`src/rtl/serial_frame_deserializer_if.sv`:
```
// rtl/serial_frame_deserializer_if.sv - serial input and parallel frame outputs of the deserializer
interface serial_frame_deserializer_if #(
  parameter int DATA_W = 8,
  parameter int CNT_W  = 8
);
  logic              din;
  logic [DATA_W-1:0] data_out;
  logic              data_valid;
  logic              parity_err;
  logic              sync_locked;
  logic [CNT_W-1:0]  frame_cnt;

  modport master (
    input  din,
    output data_out, data_valid, parity_err, sync_locked, frame_cnt
  );

  modport slave (
    output din,
    input  data_out, data_valid, parity_err, sync_locked, frame_cnt
  );
endinterface

```
`src/rtl/serial_frame_deserializer.sv`:
```
// rtl/serial_frame_deserializer.sv - sync-word hunting serial to parallel frame decoder with even parity
module serial_frame_deserializer #(
  parameter int                SYNC_W       = 8,
  parameter logic [SYNC_W-1:0] SYNC_PATTERN = 8'hA5,
  parameter int                DATA_W       = 8,
  parameter int                CNT_W        = 8
) (
  input  logic                          clk,
  input  logic                          rst,
  serial_frame_deserializer_if.master   bus
);
  localparam int FILL_W = $clog2(SYNC_W + 1);
  localparam int BIT_W  = (DATA_W > 1) ? $clog2(DATA_W) : 1;
  localparam logic [FILL_W-1:0] FILL_FULL = FILL_W'(SYNC_W);
  localparam logic [FILL_W-1:0] FILL_LAST = FILL_W'(SYNC_W - 1);
  localparam logic [BIT_W-1:0]  BIT_LAST  = BIT_W'(DATA_W - 1);

  typedef enum logic [1:0] {
    HUNT   = 2'b00,
    DATA   = 2'b01,
    PARITY = 2'b10
  } state_t;

  state_t            state_q, state_d;
  logic [SYNC_W-1:0] sync_q, sync_d, sync_shift;
  logic [FILL_W-1:0] fill_q, fill_d;
  logic [BIT_W-1:0]  bit_q, bit_d;
  logic [DATA_W-1:0] pay_q, pay_d;
  logic [DATA_W-1:0] data_q, data_d;
  logic              valid_q, valid_d;
  logic              err_q, err_d;
  logic              locked_q, locked_d;
  logic [CNT_W-1:0]  cnt_q, cnt_d;
  logic              par_bad;

  assign sync_shift = {sync_q[SYNC_W-2:0], bus.din};
  assign par_bad    = bus.din != (^pay_q);

  always_ff @(posedge clk or posedge rst) begin
    if (rst) begin
      state_q  <= HUNT;
      sync_q   <= '0;
      fill_q   <= '0;
      bit_q    <= '0;
      pay_q    <= '0;
      data_q   <= '0;
      valid_q  <= 1'b0;
      err_q    <= 1'b0;
      locked_q <= 1'b0;
      cnt_q    <= '0;
    end else begin
      state_q  <= state_d;
      sync_q   <= sync_d;
      fill_q   <= fill_d;
      bit_q    <= bit_d;
      pay_q    <= pay_d;
      data_q   <= data_d;
      valid_q  <= valid_d;
      err_q    <= err_d;
      locked_q <= locked_d;
      cnt_q    <= cnt_d;
    end
  end

  always_comb begin
    state_d = state_q;
    sync_d  = sync_q;
    fill_d  = fill_q;
    bit_d   = bit_q;
    pay_d   = pay_q;
    data_d  = data_q;
    valid_d = 1'b0;
    err_d   = err_q;
    cnt_d   = cnt_q;
    case (state_q)
      HUNT: begin
        sync_d = sync_shift;
        if (fill_q != FILL_FULL) fill_d = fill_q + FILL_W'(1);
        // Requiring a full window keeps an all-zero pattern from matching the cleared register.
        if (fill_q >= FILL_LAST && sync_shift == SYNC_PATTERN) begin
          state_d = DATA;
          bit_d   = '0;
        end
      end
      DATA: begin
        pay_d = DATA_W'({pay_q, bus.din});
        bit_d = bit_q + BIT_W'(1);
        if (bit_q == BIT_LAST) state_d = PARITY;
      end
      PARITY: begin
        data_d  = pay_q;
        err_d   = par_bad;
        valid_d = 1'b1;
        if (!par_bad) cnt_d = cnt_q + CNT_W'(1);
        state_d = HUNT;
        sync_d  = '0;
        fill_d  = '0;
      end
      default: begin
        state_d = HUNT;
        sync_d  = '0;
        fill_d  = '0;
      end
    endcase
  end

  assign locked_d = (state_d == DATA) || (state_d == PARITY);

  assign bus.data_out    = data_q;
  assign bus.data_valid  = valid_q;
  assign bus.parity_err  = err_q;
  assign bus.sync_locked = locked_q;
  assign bus.frame_cnt   = cnt_q;
endmodule

```
`src/flat_wrapper.sv`:
```
// flat-port wrapper written by rule: the top's interface ports become plain ports
module serial_frame_deserializer_flat 
#(
  parameter int                SYNC_W       = 8,
  parameter logic [SYNC_W-1:0] SYNC_PATTERN = 8'hA5,
  parameter int                DATA_W       = 8,
  parameter int                CNT_W        = 8
)
  (clk, rst, bus_din, bus_data_out, bus_data_valid, bus_parity_err, bus_sync_locked, bus_frame_cnt);
  serial_frame_deserializer_if #(.DATA_W(DATA_W), .CNT_W(CNT_W)) bus_i ();
  input  logic clk;
  input  logic rst;
  input wire logic [$bits(bus_i.din)-1:0] bus_din;
  output wire logic [$bits(bus_i.data_out)-1:0] bus_data_out;
  output wire logic [$bits(bus_i.data_valid)-1:0] bus_data_valid;
  output wire logic [$bits(bus_i.parity_err)-1:0] bus_parity_err;
  output wire logic [$bits(bus_i.sync_locked)-1:0] bus_sync_locked;
  output wire logic [$bits(bus_i.frame_cnt)-1:0] bus_frame_cnt;
  assign bus_i.din = bus_din;
  assign bus_data_out = bus_i.data_out;
  assign bus_data_valid = bus_i.data_valid;
  assign bus_parity_err = bus_i.parity_err;
  assign bus_sync_locked = bus_i.sync_locked;
  assign bus_frame_cnt = bus_i.frame_cnt;
  serial_frame_deserializer #(.SYNC_W(SYNC_W), .SYNC_PATTERN(SYNC_PATTERN), .DATA_W(DATA_W), .CNT_W(CNT_W)) u_core (.clk(clk), .rst(rst), .bus(bus_i));
endmodule
```
`config.mk`:
```
export PLATFORM = sky130hd
export DESIGN_NAME = serial_frame_deserializer_flat
export DESIGN_NICKNAME = d
export VERILOG_FILES = /design/src/rtl/serial_frame_deserializer_if.sv /design/src/rtl/serial_frame_deserializer.sv /design/src/flat_wrapper.sv
export SDC_FILE = /design/constraint.sdc
export NUM_CORES = 1
export LEC_CHECK = 0
export CELL_PAD_IN_SITES_DETAIL_PLACEMENT = 1
export CELL_PAD_IN_SITES_GLOBAL_PLACEMENT = 1
export CORE_UTILIZATION = 30
export DETAILED_ROUTE_END_ITERATION = 12
export PLACE_DENSITY = 0.63
export SYNTH_ARGS = -nofsm -noshare
export SYNTH_HDL_FRONTEND = slang
export SYNTH_SLANG_ARGS = --single-unit
```
`constraint.sdc`:
```
create_clock -name clk -period 5.1 [get_ports clk]
set_clock_uncertainty 0.05 [all_clocks]
set_input_delay 1.02 -clock clk [delete_from_list [all_inputs] [get_ports clk]]
set_output_delay 1.02 -clock clk [all_outputs]
set_load 0.02 [all_outputs]
```
== Word-level counts from Yosys, hierarchy flattened ==
Index checks and enable logic that the tools add are counted.
Storage, ports and cells
  memory bits (read-only): 0
  output and inout bits: 19
  bits in registers: 43
  memories kept: 0
  memory bits (writable): 0
  input bits: 3
  latch bits: 0
Cells by class
  bitwise operators: 2
  divide/modulo/power cells: 0
  magnitude comparators: 1
  shift operators: 0
  muxes and demuxes: 9
  equality and inequality tests: 10
  reduce and logical (&&, ||, !) cells: 8
  add/sub/neg operators: 3
  multiply operators: 0
Operator list (count)
  7-bit one-hot mux with 2 select lines: 1
  8-bit by 1-bit adder with 8-bit output (second input constant): 1
  8-bit == test (second input constant): 1
  4-bit one-hot mux with 2 select lines: 1
  8-bit XOR reduction: 1
  3-bit one-hot mux with 2 select lines: 1
  2-bit AND reduction: 3
  4-bit by 1-bit adder with 4-bit output (second input constant): 1
  2-bit by 1-bit == test with 1-bit output (second input constant): 2
  2-bit == test (second input constant): 2
  4-bit by 3-bit greater-or-equal comparator with 1-bit output (second input constant): 1
  2-bit 2-to-1 mux: 2
  4-bit 2-to-1 mux: 1
  2-bit by 1-bit inequality test with 1-bit output (second input constant): 2
  4-bit inequality test (second input constant): 1
  2-bit one-hot mux with 2 select lines: 1
  3-bit by 1-bit adder with 3-bit output (second input constant): 1
  3-bit == test (second input constant): 1
  3-bit 2-to-1 mux: 1
  2-bit logical NOT: 1
  1-bit inverter: 2
  2-bit nonzero test: 1
  1-bit logical AND: 1
  1-bit logical OR: 1
  2 further kinds: 2

== Logic depth before layout (Yosys ltp) ==
  depth after elaboration: 6
  mapped depth: 5
  mapped depth without buffers: 5

== Least setup slack after synthesis ==
Ideal clock, no wire load.
  kind: input -> register
  start: input port bus_din
  end: register u_core.cnt_q[1] (netlist: u_core.bus.frame_cnt[1])
  setup slack: 2.824 ns
  arrival: 2.101 ns
  setup time: 0.125 ns
  path buffers: 0
  stages on the path: 5
  cell sequence: xnor2_1 > xnor3_2 > xnor2_4 > nand2_4 > mux2_4
On the way
  word-level cells in the longest chain between the ends: 3
Ends and longest elaborated chain
  start, declared: RTL line flat_wrapper.sv:13  | input wire logic [$bits(bus_i.din)-1:0] bus_din;
  1-bit inequality test: RTL line serial_frame_deserializer.sv:37  | assign par_bad = bus.din != (^pay_q);
  1-bit inverter (no source line)
  2-bit AND reduction (no source line)
  end signal, assigned: RTL line serial_frame_deserializer.sv:61  | cnt_q <= cnt_d;
  end, declared: RTL line serial_frame_deserializer.sv:33  | logic [CNT_W-1:0] cnt_q, cnt_d;
No other way between the ends.
A chain may end at the register's enable or synchronous reset.

== Final worst setup path ==
Ends and elaborated chain as after synthesis.

==> results.sh <==
export IMPL_worst_ep_required_time_ns=5.24
export IMPL_synth_seq_cells=43
export IMPL_final_nets=212
export IMPL_io_pins=22
export IMPL_rows=28
export IMPL_path_max_fanout=8
export IMPL_holdBufCountCts=0
export IMPL_grt_pass1_wl_um=6320
export IMPL_outcome="completed"
export IMPL_whs_path_depth=2
export IMPL_r2r_cells=4
export IMPL_synth_edf_count=0
export IMPL_nFillCells=682
export IMPL_syn_inst=181
export IMPL_cts_tree="done"
export IMPL_cts_resized=0
export IMPL_critPathKind="primary input to flip-flop"
export IMPL_max_vdd_ir_drop_mv=0.1984
export IMPL_clk_insertion_delay_late_ns=0.30
export IMPL_p_per_area_mw_per_mm2=553.8
export IMPL_synth_warnings=0
export IMPL_regArea_mm2=0.001076
export IMPL_die_x_um=81.36
export IMPL_crit_path_end_kind="flip-flop"
export IMPL_period_share=0.5156
export IMPL_final_core_utilization=0.3864
export IMPL_syn2layout_area_growth_pct=22.52
export IMPL_place_hpwl_um=2569
export IMPL_ys_types=30
export IMPL_dp_cells=272
export IMPL_path_clk_slew_ns=0.09
export IMPL_hp_start="u_core.bus.data_out[3]"
export IMPL_instances_no_fill=280
export IMPL_tightestPinTransition_ns=0.7851
export IMPL_min_to="u_core.bus.data_out[3]"
export IMPL_multiInputGateArea_um2=772.0
export IMPL_start_kind="primary input"
export IMPL_cts_htree_levels=2
export IMPL_netlist_area_mm2=0.001889
export IMPL_post_synth_top_count_cell="nand2_1"
export IMPL_cp_slowest_stage_delay_ns=0.56
export IMPL_dpl_worst_slack_ns=2.136
export IMPL_finalHoldViolations=0
export IMPL_finalPower_mw=1.282
export IMPL_min_period_ns=2.629
export IMPL_grt_max_degree=44
export IMPL_async_flop_share=1.000
export IMPL_grt_overflow=0
export IMPL_vias_per_cell=4.593
export IMPL_die_h_um=81.36
export IMPL_vias=1286
export IMPL_yosys_area_top_type="dfrtp_1"
export IMPL_yosysSeqAreaShare=0.5695
export IMPL_cts_inserted_buffers=5
export IMPL_n_antenna_cell=0
export IMPL_fmax_ghz=0.3803
export IMPL_start_util=0.3154
export IMPL_cts_num_sinks=43
export IMPL_power_leakage_nw=1.115
export IMPL_avgSynthCellArea_um2=10.44
export IMPL_grt_usage=0.1305
export IMPL_remaining_drc_errors=0
export IMPL_netlist_area_leader_share=0.5695
export IMPL_ctsRootBufferMaster="clkbuf_8"
export IMPL_routabilityCongestion=0.6856
export IMPL_holdCritPathClass="flip-flop to flip-flop"
export IMPL_r2r_start="u_core.state_q[0]"
export IMPL_path_cells="clkdlybuf4s50_1, xnor2_1, xnor3_2, xnor2_4, nand2_4, mux2_4"
export IMPL_synth_area_top_cells="dfrtp_1 57%, nand2_1 11%, xnor2_1 5.1%, mux2i_1 4.8%, ha_1 3.3%"
export IMPL_finalSetupViolCount=0
export IMPL_finalSetupTns_ns=0
export IMPL_r2r_slack_ns=2.89
export IMPL_cap_violations=0
export IMPL_final_area_mm2=0.002315
export IMPL_place_area_mm2=0.002178
export IMPL_setup_ws_ns=2.471
export IMPL_dr_pass1_iters=4
export IMPL_grt_pass1_vias=1283
export IMPL_clk_path_buf_depth=2
export IMPL_wl_um=3763
export IMPL_antenna_found_initial=0
export IMPL_synth_ff_type="dfrtp_1"
export IMPL_timing_rr_end="u_core.bus.frame_cnt[1]"
export IMPL_max_slew_margin=0.4755
export IMPL_wl_per_cell_um=13.44
export IMPL_syn_nets=189
export IMPL_synth_common_cells="55 x nand2_1, 43 x dfrtp_1, 13 x nor2_1"
export IMPL_ant_nets=0
export IMPL_arrival_ns=2.77
export IMPL_rsz0062_at_grt="no"
export IMPL_portBuffers=21
export IMPL_holdWs_ns=0.4321
export IMPL_post_cts_buffers=0
export IMPL_die_area_mm2=0.006619
export IMPL_maxSlewViolCount=0
export IMPL_critPathSlowestCell="clkdlybuf4s50_1"
export IMPL_coreArea_mm2=0.005991
export IMPL_drtIter0Drc=64
export IMPL_layout_drive_gt1_share=0.06829
==> registers in the layout (all words and copies together), names as in the netlist <==
name and cells:
u_core.bus.data_out 8, u_core.bus.frame_cnt 8, u_core.pay_q 8, u_core.sync_q 7
u_core.fill_q 4, u_core.bit_q 3, u_core.state_q 2, u_core.bus.data_valid 1
u_core.bus.parity_err 1, u_core.bus.sync_locked 1
==> area by class of cell <==
| cell class | count | share of cell area |
|---|---|---|
| Sequential cell | 43 | 0.4649 |
| Multi-Input combinational cell | 127 | 0.3335 |
| Timing Repair Buffer | 22 | 0.09405 |
| Tap cell | 75 | 0.04054 |
| Clock buffer | 5 | 0.02973 |
| Clock inverter | 3 | 0.02919 |
| Inverter | 5 | 0.008108 |
==> layer usage <==
metal,vias up,track usage,routed length [um]
li1,630,-,-
met1,630,0.1758,1851
met2,20,0.1950,1725
met3,6,0.02697,95
met4,0,0.06964,90
met5,-,0,0
==> kinds of logic (layout without fill, tap and decap cells) <==
family / count (synthesis) / count (layout) / synth area share
xor+xnor: 16 / 16 / 0.09205
fa+ha+maj: 5 / 5 / 0.03311
flops: 43 / 43 / 0.5695
compound gates: 8 / 8 / 0.02451
mux: 10 / 10 / 0.05563
buf+inv: 11 / 35 / 0.02185
simple gates: 88 / 88 / 0.2033
==> where the power goes <==
| part | internal [mW] | switching, mW | total (mW) |
|---|---|---|---|
| Clock | 0.195 | 0.123 | 0.319 |
| Combinational | 0.209 | 0.223 | 0.432 |
| Sequential | 0.439 | 0.0928 | 0.531 |
==> critical path, delay by kind of cell <==
kind	cells	cell delay (ns)
mux	1	0.31
xor+xnor	3	0.79
buf+inv	1	0.56
simple gates	1	0.09
==> worst max path at each step <==
stage | start | to | slack (ns) | cells past startpoint
CTS | bus_din | u_core.bus.frame_cnt[1] | 2.47 | 6
global route | bus_din | u_core.bus.frame_cnt[1] | 2.39 | 6
detailed placement | bus_din | u_core.bus.frame_cnt[1] | 2.14 | 6
finish | bus_din | u_core.bus.frame_cnt[1] | 2.47 | 6
global placement | bus_din | u_core.bus.frame_cnt[1] | 2.15 | 6
floorplan | bus_din | u_core.bus.frame_cnt[1] | 2.82 | 5
==> placed cells by master (no fill, tap or decap), drive strengths merged <==
| cell type | count |
|---|---|
| dfrtp | 43 |
| and2 | 1 |
| xnor2 | 12 |
| nand3b | 1 |
| nand2 | 56 |
| nand3 | 5 |
| mux2i | 9 |
| nor4 | 1 |
| bufinv | 2 |
| and3 | 2 |
| nand4 | 2 |
| a31oi | 1 |
| o21ai | 3 |
| or2 | 1 |
| clkdlybuf4s50 | 21 |
| ha | 5 |
| nand2b | 3 |
| nor2 | 13 |
| a211oi | 1 |
| mux2 | 1 |
| xnor3 | 1 |
| clkbuf | 5 |
| clkinvlp | 1 |
| xor2 | 3 |
| or4 | 1 |
| inv | 5 |
| nor2b | 1 |
| nor4b | 1 |
| a21boi | 1 |
| buf | 1 |
| a21oi | 2 |
No activity file was read; power rests on OpenSTA's default activity.
